**config.mk**
```make
export PLATFORM = sky130hd
export DESIGN_NAME = uart_tx_frame_flat
export DESIGN_NICKNAME = d
export VERILOG_FILES = /design/src/rtl/uart_tx_frame_if.sv /design/src/rtl/uart_tx_frame.sv /design/src/flat_wrapper.sv
export SDC_FILE = /design/constraint.sdc
export NUM_CORES = 1
export LEC_CHECK = 0
export ABC_CLOCK_PERIOD_IN_PS = 3250
export BUFFER_PORTS_ARGS = -buffer_cell sky130_fd_sc_hd__buf_2
export CORE_MARGIN = 2
export CORE_UTILIZATION = 56
export CTS_BUF_LIST = sky130_fd_sc_hd__clkbuf_4 sky130_fd_sc_hd__clkbuf_8
export CTS_CLUSTER_DIAMETER = 120
export DETAILED_ROUTE_END_ITERATION = 6
export GPL_ROUTABILITY_DRIVEN = 0
export PLACE_DENSITY = 0.79
export SLEW_MARGIN = 20
export SYNTH_ARGS = -nofsm -noshare
export SYNTH_HDL_FRONTEND = slang
export SYNTH_SLANG_ARGS = --single-unit
```
**constraint.sdc**
```tcl
create_clock -name clk_i -period 3.25 [get_ports clk_i]
set_clock_uncertainty 0.1 [all_clocks]
set_input_delay 0.4875 -clock clk_i [delete_from_list [all_inputs] [get_ports clk_i]]
set_output_delay 0.4875 -clock clk_i [all_outputs]
set_load 0.1 [all_outputs]
```
**src/rtl/uart_tx_frame_if.sv**
```systemverilog
// uart_tx_frame_if: handshake, status and serial-line bundle for uart_tx_frame.
interface uart_tx_frame_if #(
    parameter int DATA_BITS  = 8,
    parameter int FIFO_DEPTH = 4
);
    logic                          tx_valid_i;
    logic [DATA_BITS-1:0]          tx_data_i;
    logic                          tx_ready_o;
    logic                          tx_busy_o;
    logic                          tx_done_o;
    logic [$clog2(FIFO_DEPTH):0]   fifo_level_o;
    logic                          u_tx_o;

    modport master (
        output tx_valid_i, tx_data_i,
        input  tx_ready_o, tx_busy_o, tx_done_o, fifo_level_o, u_tx_o
    );

    modport slave (
        input  tx_valid_i, tx_data_i,
        output tx_ready_o, tx_busy_o, tx_done_o, fifo_level_o, u_tx_o
    );
endinterface

```
**src/rtl/uart_tx_frame.sv**
```systemverilog
// uart_tx_frame: parametrised UART transmitter fed by a small FIFO, sending frames back-to-back.
module uart_tx_frame #(
    parameter int CLK_FREQ_HZ = 50000000,
    parameter int BAUD        = 9600,
    parameter int DATA_BITS   = 8,
    parameter int PARITY      = 1,
    parameter int STOP_BITS   = 1,
    parameter int FIFO_DEPTH  = 4
) (
    input logic            clk_i,
    input logic            rst_i,
    uart_tx_frame_if.slave bus
);
    localparam int BPS_DR = CLK_FREQ_HZ / BAUD;
    localparam int AW     = $clog2(FIFO_DEPTH);
    localparam int CW     = $clog2(STOP_BITS * BPS_DR);
    localparam int BW     = $clog2(DATA_BITS);

    generate
        if (BPS_DR < 2 || DATA_BITS < 5 || DATA_BITS > 9 || PARITY < 0 || PARITY > 2 ||
            STOP_BITS < 1 || STOP_BITS > 2 || FIFO_DEPTH < 2 ||
            (FIFO_DEPTH & (FIFO_DEPTH - 1)) != 0) begin : g_bad_params
            $error("uart_tx_frame: illegal parameter combination");
        end
    endgenerate

    typedef enum logic [2:0] {IDLE, START, DATA, PAR, STOP} state_t;

    state_t               state, state_n;
    logic [DATA_BITS-1:0] mem [FIFO_DEPTH];
    logic [AW-1:0]        wr_ptr, rd_ptr;
    logic [AW:0]          level;
    logic [CW-1:0]        cnt, cnt_n;
    logic [BW-1:0]        bit_idx, bit_n;
    logic [DATA_BITS-1:0] sh, sh_n, head;
    logic                 par, par_n, tx, tx_n, busy;
    logic                 push, pop, empty, last, stop_last, head_par;

    assign empty     = level == '0;
    assign push      = bus.tx_valid_i && bus.tx_ready_o;
    assign head      = mem[rd_ptr];
    assign head_par  = PARITY == 1 ? ~^head : ^head;
    assign last      = cnt == CW'(BPS_DR - 1);
    assign stop_last = cnt == CW'(STOP_BITS * BPS_DR - 1);

    assign bus.tx_ready_o   = level < (AW + 1)'(FIFO_DEPTH);
    assign bus.tx_done_o    = state == STOP && stop_last;
    assign bus.tx_busy_o    = busy;
    assign bus.fifo_level_o = level;
    assign bus.u_tx_o       = tx;

    always_comb begin
        state_n = state;
        cnt_n   = cnt + 1'b1;
        bit_n   = bit_idx;
        sh_n    = sh;
        par_n   = par;
        tx_n    = tx;
        pop     = 1'b0;
        case (state)
            IDLE: begin
                cnt_n = '0;
                pop   = !empty;
            end
            START: if (last) begin
                cnt_n   = '0;
                state_n = DATA;
                tx_n    = sh[0];
                bit_n   = '0;
            end
            DATA: if (last) begin
                cnt_n = '0;
                bit_n = bit_idx + 1'b1;
                sh_n  = sh >> 1;
                tx_n  = sh[1];
                if (bit_idx == BW'(DATA_BITS - 1)) begin
                    state_n = PARITY != 0 ? PAR : STOP;
                    tx_n    = PARITY != 0 ? par : 1'b1;
                end
            end
            PAR: if (last) begin
                cnt_n   = '0;
                state_n = STOP;
                tx_n    = 1'b1;
            end
            STOP: if (stop_last) begin
                cnt_n   = '0;
                state_n = IDLE;
                pop     = !empty;
            end
            default: state_n = IDLE;
        endcase
        // a pop always starts a new frame, whether from IDLE or straight out of STOP
        if (pop) begin
            state_n = START;
            sh_n    = head;
            par_n   = head_par;
            tx_n    = 1'b0;
        end
    end

    always_ff @(posedge clk_i or posedge rst_i) begin
        if (rst_i) begin
            state   <= IDLE;
            cnt     <= '0;
            bit_idx <= '0;
            sh      <= '0;
            par     <= 1'b0;
            tx      <= 1'b1;
            busy    <= 1'b0;
            wr_ptr  <= '0;
            rd_ptr  <= '0;
            level   <= '0;
        end else begin
            state   <= state_n;
            cnt     <= cnt_n;
            bit_idx <= bit_n;
            sh      <= sh_n;
            par     <= par_n;
            tx      <= tx_n;
            busy    <= state_n != IDLE || !empty;
            wr_ptr  <= wr_ptr + AW'(push);
            rd_ptr  <= rd_ptr + AW'(pop);
            level   <= level + (AW + 1)'(push) - (AW + 1)'(pop);
        end
    end

    always_ff @(posedge clk_i) begin
        if (push) mem[wr_ptr] <= bus.tx_data_i;
    end
endmodule

```
**src/flat_wrapper.sv**
```systemverilog
// flat-port wrapper written by rule: the top's interface ports become plain ports
module uart_tx_frame_flat 
#(
    parameter int CLK_FREQ_HZ = 50000000,
    parameter int BAUD        = 9600,
    parameter int DATA_BITS   = 8,
    parameter int PARITY      = 1,
    parameter int STOP_BITS   = 1,
    parameter int FIFO_DEPTH  = 4
)
  (clk_i, rst_i, bus_tx_valid_i, bus_tx_data_i, bus_tx_ready_o, bus_tx_busy_o, bus_tx_done_o, bus_fifo_level_o, bus_u_tx_o);
  uart_tx_frame_if #(.DATA_BITS(DATA_BITS), .FIFO_DEPTH(FIFO_DEPTH)) bus_i ();
  input logic clk_i;
  input logic rst_i;
  input wire logic [$bits(bus_i.tx_valid_i)-1:0] bus_tx_valid_i;
  input wire logic [$bits(bus_i.tx_data_i)-1:0] bus_tx_data_i;
  output wire logic [$bits(bus_i.tx_ready_o)-1:0] bus_tx_ready_o;
  output wire logic [$bits(bus_i.tx_busy_o)-1:0] bus_tx_busy_o;
  output wire logic [$bits(bus_i.tx_done_o)-1:0] bus_tx_done_o;
  output wire logic [$bits(bus_i.fifo_level_o)-1:0] bus_fifo_level_o;
  output wire logic [$bits(bus_i.u_tx_o)-1:0] bus_u_tx_o;
  assign bus_i.tx_valid_i = bus_tx_valid_i;
  assign bus_i.tx_data_i = bus_tx_data_i;
  assign bus_tx_ready_o = bus_i.tx_ready_o;
  assign bus_tx_busy_o = bus_i.tx_busy_o;
  assign bus_tx_done_o = bus_i.tx_done_o;
  assign bus_fifo_level_o = bus_i.fifo_level_o;
  assign bus_u_tx_o = bus_i.u_tx_o;
  uart_tx_frame #(.CLK_FREQ_HZ(CLK_FREQ_HZ), .BAUD(BAUD), .DATA_BITS(DATA_BITS), .PARITY(PARITY), .STOP_BITS(STOP_BITS), .FIFO_DEPTH(FIFO_DEPTH)) u_core (.clk_i(clk_i), .rst_i(rst_i), .bus(bus_i));
endmodule
```
==> results of run 1 <==
-- tightest hold or removal path: cells and delay by family --
family	cells	cell delay (ps)
buf+inv	3	540
-- sequential cells by signal, summed over array words and instances (netlist names), 2 cells and up --
register	flops
u_core.bus.fifo_level_o	3
u_core.bit_idx	3
u_core.rd_ptr	2
u_core.mem	32
u_core.state	3
u_core.sh	8
u_core.cnt	13
u_core.wr_ptr	2
-- through the flow --
stage / utilization, % / instances / total power [W] / worst slack, ps
after global routing: 65.0 / 324 / 0.00299 / 383
final: 65.0 / 324 / 0.00281 / 563
after detailed placement: 61.8 / 308 / 0.00225 / 591
after global placement: 61.8 / 308 / 0.00222 / 693
after CTS: 65.0 / 324 / 0.00284 / 535
after floorplan: - / 227 / 0.00209 / 366
-- cell usage after synthesis, drive strengths merged (2+ instances only) --
master / count / area, um^2
a21oi: 2 / 10.0
a31oi: 2 / 12.5
and3: 9 / 56.3
and4b: 2 / 20.0
buf: 4 / 28.8
clkbuf: 5 / 20.0
dfrtp: 36 / 901
edfxtp: 32 / 961
ha: 6 / 75.1
inv: 7 / 26.3
mux2i: 8 / 80.1
mux4: 8 / 180
nand2: 19 / 71.3
nand3: 9 / 50.1
nor2: 18 / 67.6
nor2b: 4 / 25.0
nor3: 3 / 15.0
nor3b: 2 / 15.0
o21ai: 10 / 50.1
xnor2: 14 / 123
xor2: 10 / 87.6
-- metal layers --
metal  routed length [um]  vias to the layer above  share of wire, %
met3                  166                       10               3.4
met5                    0                        -                 0
met2                 2350                       27                48
met1                 2280                      881                47
li1                     -                      861                 -
met4                   97                        0               2.0
-- worst max path at each step --
stage,start,end,slack [ps],cells past startpoint
after floorplan,u_core.bus.fifo_level_o[2],u_core.bus.fifo_level_o[2],370,9
after global placement,u_core.cnt[0],u_core.bus.fifo_level_o[2],690,10
after detailed placement,u_core.cnt[0],u_core.bus.fifo_level_o[2],590,10
after CTS,u_core.cnt[0],bus_tx_done_o,540,5
after global routing,u_core.cnt[0],u_core.bus.fifo_level_o[2],380,10
final,u_core.cnt[0],bus_tx_done_o,560,5
-- power by group --
group	internal [W]	switching, W	leakage, nW	total (W)
clock	0.000271	0.000321	0.0824	0.000592
sequential	0.00112	0.000180	0.755	0.00130
combinational	0.000401	0.000520	0.576	0.000921
-- layout make-up --
cell class                      count  share of cell area (%)
Clock buffer                        9                    3.66
Inverter                            7                   0.777
Tap cell                           70                    2.59
Timing Repair Buffer               20                    3.18
Clock inverter                      7                    1.26
Sequential cell                    69                    55.8
Multi-Input combinational cell    142                    32.7
-- logic make-up after synthesis --
family                   Yosys count  synth area share [%]
AO/OA/AOI/OAI                     19                  3.92
XOR/XNOR                          24                  6.86
multiplexers                      17                  8.86
adder cells (fa/ha/maj)            8                  3.43
buffers and inverters             16                  2.45
AND/OR/NAND/NOR                   74                  12.9
flip-flops                        69                  61.6
==> flow_summary.json, run 1 <==
{
  "outcome": "completed",
  "wl_mm": 4.89,
  "seq_area_mm2": 0.00189,
  "hold_viol_final": 0,
  "ys.flop_type": "dfrtp_1",
  "final_cell_mix": "dfrtp_1, edfxtp_1, nand2_1, nor2_1, buf_2",
  "p_leak_nw": 1.41,
  "cts.sinks": 69,
  "end_kind": "primary output",
  "clkTransAtPathRegs_ps": 80,
  "timing.rr.start": "u_core.cnt[0]",
  "cp_cell_sequence": "ha_1 > and4bb_2 > nand3_2 > nor3_2 > buf_2",
  "ant_nets": 0,
  "busiest_layer": "met2",
  "finalInstanceArea_mm2": 0.00338,
  "nNetsFinal": 267,
  "final_common_cell": "dfrtp_1",
  "ys_warn_count": 0,
  "fmax_mhz": 372,
  "maxSlewViolCount": 0,
  "drtIter0Drc": 133,
  "synthCells": 227,
  "dr.pass1.iters": 4,
  "max_cap_violations": 0,
  "critPathArrivalTime_ps": 2100,
  "layout-drive-gt1-share_pct": 20.1,
  "timing.rr.end": "u_core.bus.fifo_level_o[2]",
  "grt_max_degree": 38,
  "cts_tree": "yes",
  "met2_usage_pct": 29.7,
  "grt_util_met1_pct": 23.7,
  "avgRoutedWirePerCell_um": 15.1,
  "dieArea_mm2": 0.00608,
  "rows": 26,
  "grt_pass1_wl_mm": 8.59,
  "async_flop_share_pct": 53.6,
  "filler_cell_count": 382,
  "hold_path.class": "input port to async pin",
  "rrSetupSlack_ps": 590,
  "cp_top_family": "simple AND/OR/NAND/NOR gates",
  "clkLatencyLatePin_ps": 340,
  "vias": 1779,
  "fp.dieW_um": 78.0,
  "cts-hold-fix-buffers": 0,
  "hold_ws_ps": 146,
  "io_pins": 18,
  "cts_setup_buffers": 0,
  "start_util_pct": 58.9,
  "place_area_mm2": 0.00322,
  "grt_use_met3_pct": 4.77,
  "crit_path_start_kind": "flip-flop",
  "syn-cell-area_mm2": 0.00307,
  "grt_pass1_vias": 1847,
  "cp.required_ps": 2660,
  "htreeDepth": 3,
  "hpwl_mm": 3.26,
  "fin_setup_tns_ps": 0,
  "seq_area_frac_synth_pct": 61.6,
  "vias_per_cell": 5.49,
  "worst_pin_slew_ps": 699,
  "crit_path_top_delay_cell": "buf_2",
  "cts_buffers": 9,
  "critical_path_class": "flip-flop to primary output",
  "rsz0062_at_grt": "false",
  "antenna_cells": 0,
  "synth_edf_count": 32,
  "slew_headroom_pct": 53.2,
  "avgSynthCellArea_um2": 13.5,
  "overflow": 0,
  "antenna_found_initial": 0,
  "finalSetupViolCount": 0,
  "clockBufferDepth": 2,
  "max_stage_delay_ps": 460,
  "worst-path-buf-inv": 1,
  "port_buffers": 17,
  "ys_types": 43,
  "core-area_mm2": 0.00520,
  "synthToLayoutAreaGrowth_pct": 10.4,
  "rr_worst_depth": 10,
  "die_h_um": 78.0,
  "post-route-min-period_ps": 2690,
  "grt_usage_pct": 18.5,
  "multiInputGateArea_mm2": 0.00111,
  "syn_nets": 245,
  "power-per-cell-area_mw_per_mm2": 831,
  "drc_errors": 0,
  "clock_tree.root_cell": "clkbuf_8",
  "ir_worst_vdd_mv": 0.759,
  "path_max_fanout": 7,
  "finalCritPeriodShare_pct": 82.7,
  "synth-seq-cells": 69,
  "cts_resized": 0
}
(Power assumes the default switching activity.)
==> run 2, diff against run 1 <==
--- a/config.mk
+++ b/config.mk
@@ -5,7 +5,8 @@
 export SDC_FILE = /design/constraint.sdc
 export NUM_CORES = 1
 export LEC_CHECK = 0
-export ABC_CLOCK_PERIOD_IN_PS = 3250
+export ABC_AREA = 1
+export ABC_CLOCK_PERIOD_IN_PS = 2600
 export BUFFER_PORTS_ARGS = -buffer_cell sky130_fd_sc_hd__buf_2
 export CORE_MARGIN = 2
 export CORE_UTILIZATION = 56
==> constraint.sdc (replaced) <==
create_clock -name clk_i -period 2.6 [get_ports clk_i]
set_clock_uncertainty 0.1 [all_clocks]
set_input_delay 0.39 -clock clk_i [delete_from_list [all_inputs] [get_ports clk_i]]
set_output_delay 0.39 -clock clk_i [all_outputs]
set_load 0.1 [all_outputs]
==> flow_summary.json, run 2 <==
{
  "outcome": "finished with violations",
  "violations": "hold timing",
  "hold_path.class": "input port to async pin",
  "crit_path_top_delay_cell": "dfrtp_1",
  "ys_types": 33,
  "io_pins": 18,
  "maxSlewViolCount": 0,
  "cp.required_ps": 2730,
  "finalSetupViolCount": 0,
  "p_leak_nw": 1.92,
  "ys.flop_type": "dfrtp_1",
  "critPathArrivalTime_ps": 2640,
  "rows": 28,
  "place_area_mm2": 0.00363,
  "finalInstanceArea_mm2": 0.00389,
  "synthToLayoutAreaGrowth_pct": 13.7,
  "worst_pin_slew_ps": 617,
  "largest_registers": "u_core.mem x32, u_core.cnt x13, u_core.sh x8",
  "max_cap_violations": 0,
  "synth-seq-cells": 69,
  "antenna_found_initial": 0,
  "cts_buffers": 9,
  "final_cell_mix": "nand2_1, inv_1, nand3_1, dfrtp_1, edfxtp_1",
  "htreeDepth": 3,
  "hold_ws_ps": -2.32,
  "drc_errors": 0,
  "nNetsFinal": 429,
  "cts_tree": "yes",
  "layout-drive-gt1-share_pct": 18.8,
  "grt_max_degree": 21,
  "clkTransAtPathRegs_ps": 70,
  "synth_top_area_share_pct": 28.1,
  "syn_nets": 397,
  "port_buffers": 17,
  "post-synth-top-count-cell": "nand2_1",
  "avgRoutedWirePerCell_um": 13.4,
  "clock_tree.root_cell": "clkbuf_8",
  "hold_viol_final": 6,
  "finalCritPeriodShare_pct": 96.7,
  "power_frac_seq_pct": 45.8,
  "p_sw_w": 0.000934,
  "end_kind": "flip-flop",
  "wl_mm": 6.59,
  "fmax_mhz": 398,
  "largest_reg_flops": 32,
  "cp_top_family": "adder cells",
  "die_h_um": 82.2,
  "antenna_cells": 0,
  "slew_headroom_pct": 58.8,
  "synthCells": 379,
  "grt_pass1_wl_mm": 10.5,
  "timing.rr.start": "u_core.cnt[0]",
  "p_sw_share_pct": 31.9,
  "overflow": 0,
  "grt_pass1_vias": 2347,
  "top_register": "u_core.mem",
  "seq_area_frac_synth_pct": 55.1,
  "worst-path-buf-inv": 4,
  "clkLatencyLatePin_ps": 350,
  "fin_setup_tns_ps": 0,
  "synth_common_cells": "nand2_1, inv_1, dfrtp_1, nand3_1, edfxtp_1",
  "ant_nets": 0,
  "p_int_w": 0.00199,
  "avgSynthCellArea_um2": 9.04,
  "utilization_pct": 65.8,
  "path_max_fanout": 3,
  "ir_worst_vdd_mv": 0.636,
  "syn-cell-area_mm2": 0.00342,
  "vias_per_cell": 5.20,
  "critical_path_class": "flip-flop to flip-flop",
  "cp.depth": 15,
  "post-route-min-period_ps": 2510,
  "fp.dieW_um": 82.2,
  "rrSetupSlack_ps": 90,
  "ys_warn_count": 0,
  "drtIter0Drc": 223,
  "start_util_pct": 57.8,
  "dieArea_mm2": 0.00676,
  "crit_path_start": "u_core.cnt[0]",
  "ys_top_cells_by_area": "edfxtp_1, dfrtp_1, nand2_1, nand3_1, inv_1",
  "cts.sinks": 69,
  "final_common_cell": "nand2_1",
  "cts-hold-fix-buffers": 0,
  "crit_end": "u_core.bus.fifo_level_o[2]",
  "vias": 2554,
  "synth_edf_count": 32,
  "crit_path_start_kind": "flip-flop",
  "async_flop_share_pct": 53.6,
  "rr_worst_depth": 15,
  "max_stage_delay_ps": 380,
  "power-per-cell-area_mw_per_mm2": 751,
  "clockBufferDepth": 2,
  "core-area_mm2": 0.00592,
  "grt_usage_pct": 21.2,
  "pwr-share-clk_pct": 32.9,
  "hpwl_mm": 4.49,
  "dr.pass1.iters": 5,
  "timing.rr.end": "u_core.bus.fifo_level_o[2]",
  "combinationalPowerShare_pct": 21.4,
  "cp_cell_sequence": "ha_2 > nand2_1 > inv_2 > nand3_2 > nor3_4 > inv_2 > nand2_4 > nand2_4 > clkinv_4 > ha_1 > inv_1 > ha_1 > fa_2 > xnor2_2 > xor2_1",
  "netlist.top_cell.by_area": "edfxtp_1"
}
[run 2: changes by cell type after synthesis, sizes merged, moves of 6 or more]
cell	previous run	this run
inv	7	46
a21oi	2	10
nand3	9	36
nor2	18	27
nand2	19	136
mux2i	8	1
and3	9	0
mux4	8	0
o211ai	1	7
nor3	3	10
xnor2	14	1
[run 2: cell type report]
type                            instances  area [um^2]
Clock buffer                           10          138
Clock inverter                          6         86.3
Fill cell                             458         2030
Inverter                               47          185
Multi-Input combinational cell        255         1320
Sequential cell                        69         1890
Tap cell                               75         93.8
Timing Repair Buffer                   29          181
[run 2: how the worst min path moves through the flow]
stage / start / to / slack, ps / depth (start not counted)
after floorplan: u_core.cnt[0] / u_core.cnt[0] / 340 / 1
after detailed placement: u_core.cnt[0] / u_core.cnt[0] / 360 / 1
after global routing: rst_i / u_core.bus.tx_busy_o / 40 / 2
final: rst_i / u_core.bus.tx_busy_o / -2 / 2
after CTS: rst_i / u_core.bus.tx_busy_o / 7 / 2
after global placement: u_core.cnt[0] / u_core.cnt[0] / 350 / 1
[run 2: repair_timing]
action | in CTS | in global routing
pin swaps | 0 | 1
endpoints found under the setup margin | 1 | 2
cloned | 0 | 0
gates resized for setup | 1 | 3
buffers inserted | 0 | 3
[run 2: per-stage QoR]
stage	cells	setup WS, ps	power, W
floorplan	379	15.5	0.00182
global placement	472	213	0.00195
detailed placement	472	149	0.00196
CTS	488	56.6	0.00293
global route	491	-45.0	0.00305
finish	491	85.3	0.00292
[run 2: kinds of logic (layout without fill, tap and decap cells)]
group | Yosys count | in the layout | share of synthesized area [%]
flip-flops | 69 | 69 | 55.1
AND/OR/NAND/NOR | 214 | 214 | 27.4
multiplexers | 1 | 1 | 0.292
AO/OA/AOI/OAI | 26 | 26 | 5.48
adder cells (fa/ha/maj) | 7 | 7 | 2.78
buffers and inverters | 55 | 92 | 7.16
XOR/XNOR | 7 | 7 | 1.79
[run 2: metal layers]
layer / global-route usage, % / wire length (um) / vias up
li1: - / - / 1286
met1: 26.4 / 2840 / 1187
met2: 34.2 / 3180 / 64
met3: 6.30 / 418 / 17
met4: 9.67 / 146 / 0
met5: 0 / 0 / -
[run 2: worst register-to-register path, cell delays in order, from the launching register on]
cell and delay (ps):
dfrtp_1 380, ha_2 190, nand2_1 70, inv_2 80, nand3_2 80, nor3_4 250, inv_2 80, nand2_4 70
nand2_4 50, clkinv_4 60, ha_1 110, inv_1 40, ha_1 190, fa_2 360, xnor2_2 150, xor2_1 140
[run 2: power by group through the flow]
| stage | Clock (W) | Combinational (W) | Sequential, W |
|---|---|---|---|
| after floorplan | 0 | 0.000293 | 0.00152 |
| after global placement | 0 | 0.000596 | 0.00135 |
| after detailed placement | 0 | 0.000605 | 0.00136 |
| after CTS | 0.000978 | 0.000611 | 0.00134 |
| after global routing | 0.00101 | 0.000682 | 0.00135 |
| final | 0.000962 | 0.000625 | 0.00134 |
==> run 3, diff against run 2 <==
--- a/config.mk
+++ b/config.mk
@@ -10,11 +10,11 @@
 export BUFFER_PORTS_ARGS = -buffer_cell sky130_fd_sc_hd__buf_2
 export CORE_MARGIN = 2
 export CORE_UTILIZATION = 56
-export CTS_BUF_LIST = sky130_fd_sc_hd__clkbuf_4 sky130_fd_sc_hd__clkbuf_8
+export CTS_BUF_LIST = sky130_fd_sc_hd__clkbuf_8
 export CTS_CLUSTER_DIAMETER = 120
 export DETAILED_ROUTE_END_ITERATION = 6
 export GPL_ROUTABILITY_DRIVEN = 0
-export PLACE_DENSITY = 0.79
+export PLACE_DENSITY = 0.86
 export SLEW_MARGIN = 20
 export SYNTH_ARGS = -nofsm -noshare
 export SYNTH_HDL_FRONTEND = slang
==> flow_summary.json, run 3 (synthesized netlist as in run 2, its figures left out) <==
{
  "preCtsSetupSlack_ps": 121,
  "hpwl_mm": 4.49,
  "htreeDepth": 3,
  "drtIter0Drc": 200,
  "path_max_fanout": 5,
  "antenna_found_initial": 0,
  "critical_path_class": "flip-flop to flip-flop",
  "finalCritPeriodShare_pct": 99.8,
  "cts-hold-fix-buffers": 0,
  "start_util_pct": 57.8,
  "crit_path_start_kind": "flip-flop",
  "cts.sinks": 69,
  "clkLatencyLatePin_ps": 350,
  "ant_nets": 0,
  "utilization_pct": 65.8,
  "crit_path_top_delay_cell": "fa_2",
  "crit_path_frequent_cell": "inv_2",
  "grt_pass1_vias": 2504,
  "top_register": "u_core.mem",
  "total_power_w": 0.00283,
  "dieArea_mm2": 0.00676,
  "post-route-min-period_ps": 2590,
  "slew_headroom_pct": 52.4,
  "clock_tree.root_cell": "clkbuf_8",
  "drc_errors": 0,
  "rows": 28,
  "setup_ws_ps": 6.08,
  "fp.dieW_um": 82.2,
  "worst-path-buf-inv": 4,
  "hold_viol_final": 0,
  "timing.rr.start": "u_core.cnt[0]",
  "final_common_cell": "nand2_1",
  "outcome": "completed",
  "grt_max_degree": 21,
  "grt_usage_pct": 21.5,
  "overflow": 0,
  "rr_worst_depth": 15,
  "end_kind": "flip-flop",
  "max_stage_delay_ps": 410,
  "dr.pass1.iters": 4,
  "final_cells": 490,
  "cp_cell_sequence": "ha_2 > nand2_2 > inv_2 > nand3_2 > nor3_4 > inv_2 > nand2_4 > nand2_4 > clkinv_4 > ha_4 > inv_2 > ha_4 > fa_2 > xnor2_2 > xor2_1",
  "power-per-cell-area_mw_per_mm2": 726,
  "fin_setup_tns_ps": 0,
  "vias": 2629,
  "cp.required_ps": 2730,
  "cts_tree": "yes",
  "hold_path.class": "input port to async pin",
  "rrSetupSlack_ps": 6,
  "clockBufferDepth": 2,
  "nNetsFinal": 429,
  "finalSetupViolCount": 0,
  "vias_per_cell": 5.37,
  "largest_registers": "u_core.mem x32, u_core.cnt x13, u_core.sh x8",
  "io_pins": 18,
  "p_leak_nw": 1.89,
  "ir_worst_vdd_mv": 1.53,
  "maxSlewViolCount": 0,
  "synthToLayoutAreaGrowth_pct": 13.7,
  "port_buffers": 17,
  "cp_top_family": "adder cells",
  "rsz0062_at_grt": "true",
  "fmax_mhz": 386,
  "grt_pass1_wl_mm": 10.7,
  "critPathArrivalTime_ps": 2720,
  "cts_buffers": 9,
  "layout-drive-gt1-share_pct": 19.5,
  "timing.rr.end": "u_core.bus.fifo_level_o[2]",
  "clkTransAtPathRegs_ps": 70,
  "antenna_cells": 0,
  "place_inst": 471,
  "max_cap_violations": 0,
  "worst_pin_slew_ps": 713,
  "avgRoutedWirePerCell_um": 13.7,
  "core-area_mm2": 0.00592,
  "largest_reg_flops": 32,
  "die_h_um": 82.2,
  "final_cell_mix": "nand2_1, inv_1, nand3_1, dfrtp_1, edfxtp_1",
  "wl_mm": 6.70
}
## run 3: layout make-up
class / instances / area [um^2]
tap: 75 / 93.8
timing repair buffer: 29 / 190
fill: 431 / 2030
multi-input combinational: 255 / 1340
sequential: 69 / 1890
clock buffer: 9 / 124
clock inverter: 6 / 65.1
inverter: 47 / 185
## run 3: how the worst max path moves through the flow
| stage | from | end | slack [ps] | cells after the start |
|---|---|---|---|---|
| after floorplan | u_core.bus.fifo_level_o[2] | u_core.bus.fifo_level_o[2] | 20 | 11 |
| after global placement | u_core.cnt[0] | u_core.bus.fifo_level_o[2] | 210 | 15 |
| after detailed placement | u_core.cnt[0] | u_core.bus.fifo_level_o[2] | 120 | 15 |
| after CTS | u_core.cnt[0] | bus_tx_done_o | 20 | 9 |
| after global routing | u_core.cnt[0] | u_core.bus.fifo_level_o[2] | -130 | 15 |
| final | u_core.cnt[0] | u_core.bus.fifo_level_o[2] | 6 | 15 |
## run 3: what timing repair did
item                                    4_1_cts  5_1_grt
resized for setup                             1       10
gates cloned                                  0        0
setup buffers                                 0        4
endpoints found under the setup margin        1        2
pin swaps                                     0        7
hold endpoints to repair                      0        0
## run 3: where the power goes
part | switching [W] | leakage, nW | internal, W | total [W]
Combinational | 0.000487 | 1.06 | 0.000170 | 0.000657
Clock | 0.000395 | 0.0833 | 0.000434 | 0.000829
Sequential | 0.0000712 | 0.742 | 0.00127 | 0.00134
## run 3: worst register-to-register path, stage by stage (launching register included)
cell	delay [ps]
dfrtp_1	370
ha_2	200
nand2_2	70
inv_2	70
nand3_2	80
nor3_4	290
inv_2	90
nand2_4	70
nand2_4	50
clkinv_4	60
ha_4	120
inv_2	40
ha_4	150
fa_2	410
xnor2_2	160
xor2_1	160
## run 3: per-layer routing
layer	GRT usage, %	routed length [um]	vias up
met4	11.8	125	0
met5	0	0	-
li1	-	-	1290
met1	26.7	2950	1252
met3	4.02	309	14
met2	35.6	3320	73
## run 3: stage by stage
| stage | hold WS [ps] | area [um^2] |
|---|---|---|
| 3_3_place_gp | 348 | 3630 |
| 4_1_cts | 67.6 | 3820 |
| 3_5_place_dp | 361 | 3630 |
| 5_1_grt | 122 | 3890 |
| 2_1_floorplan | 338 | 3450 |
| 6_report | 47.8 | 3890 |
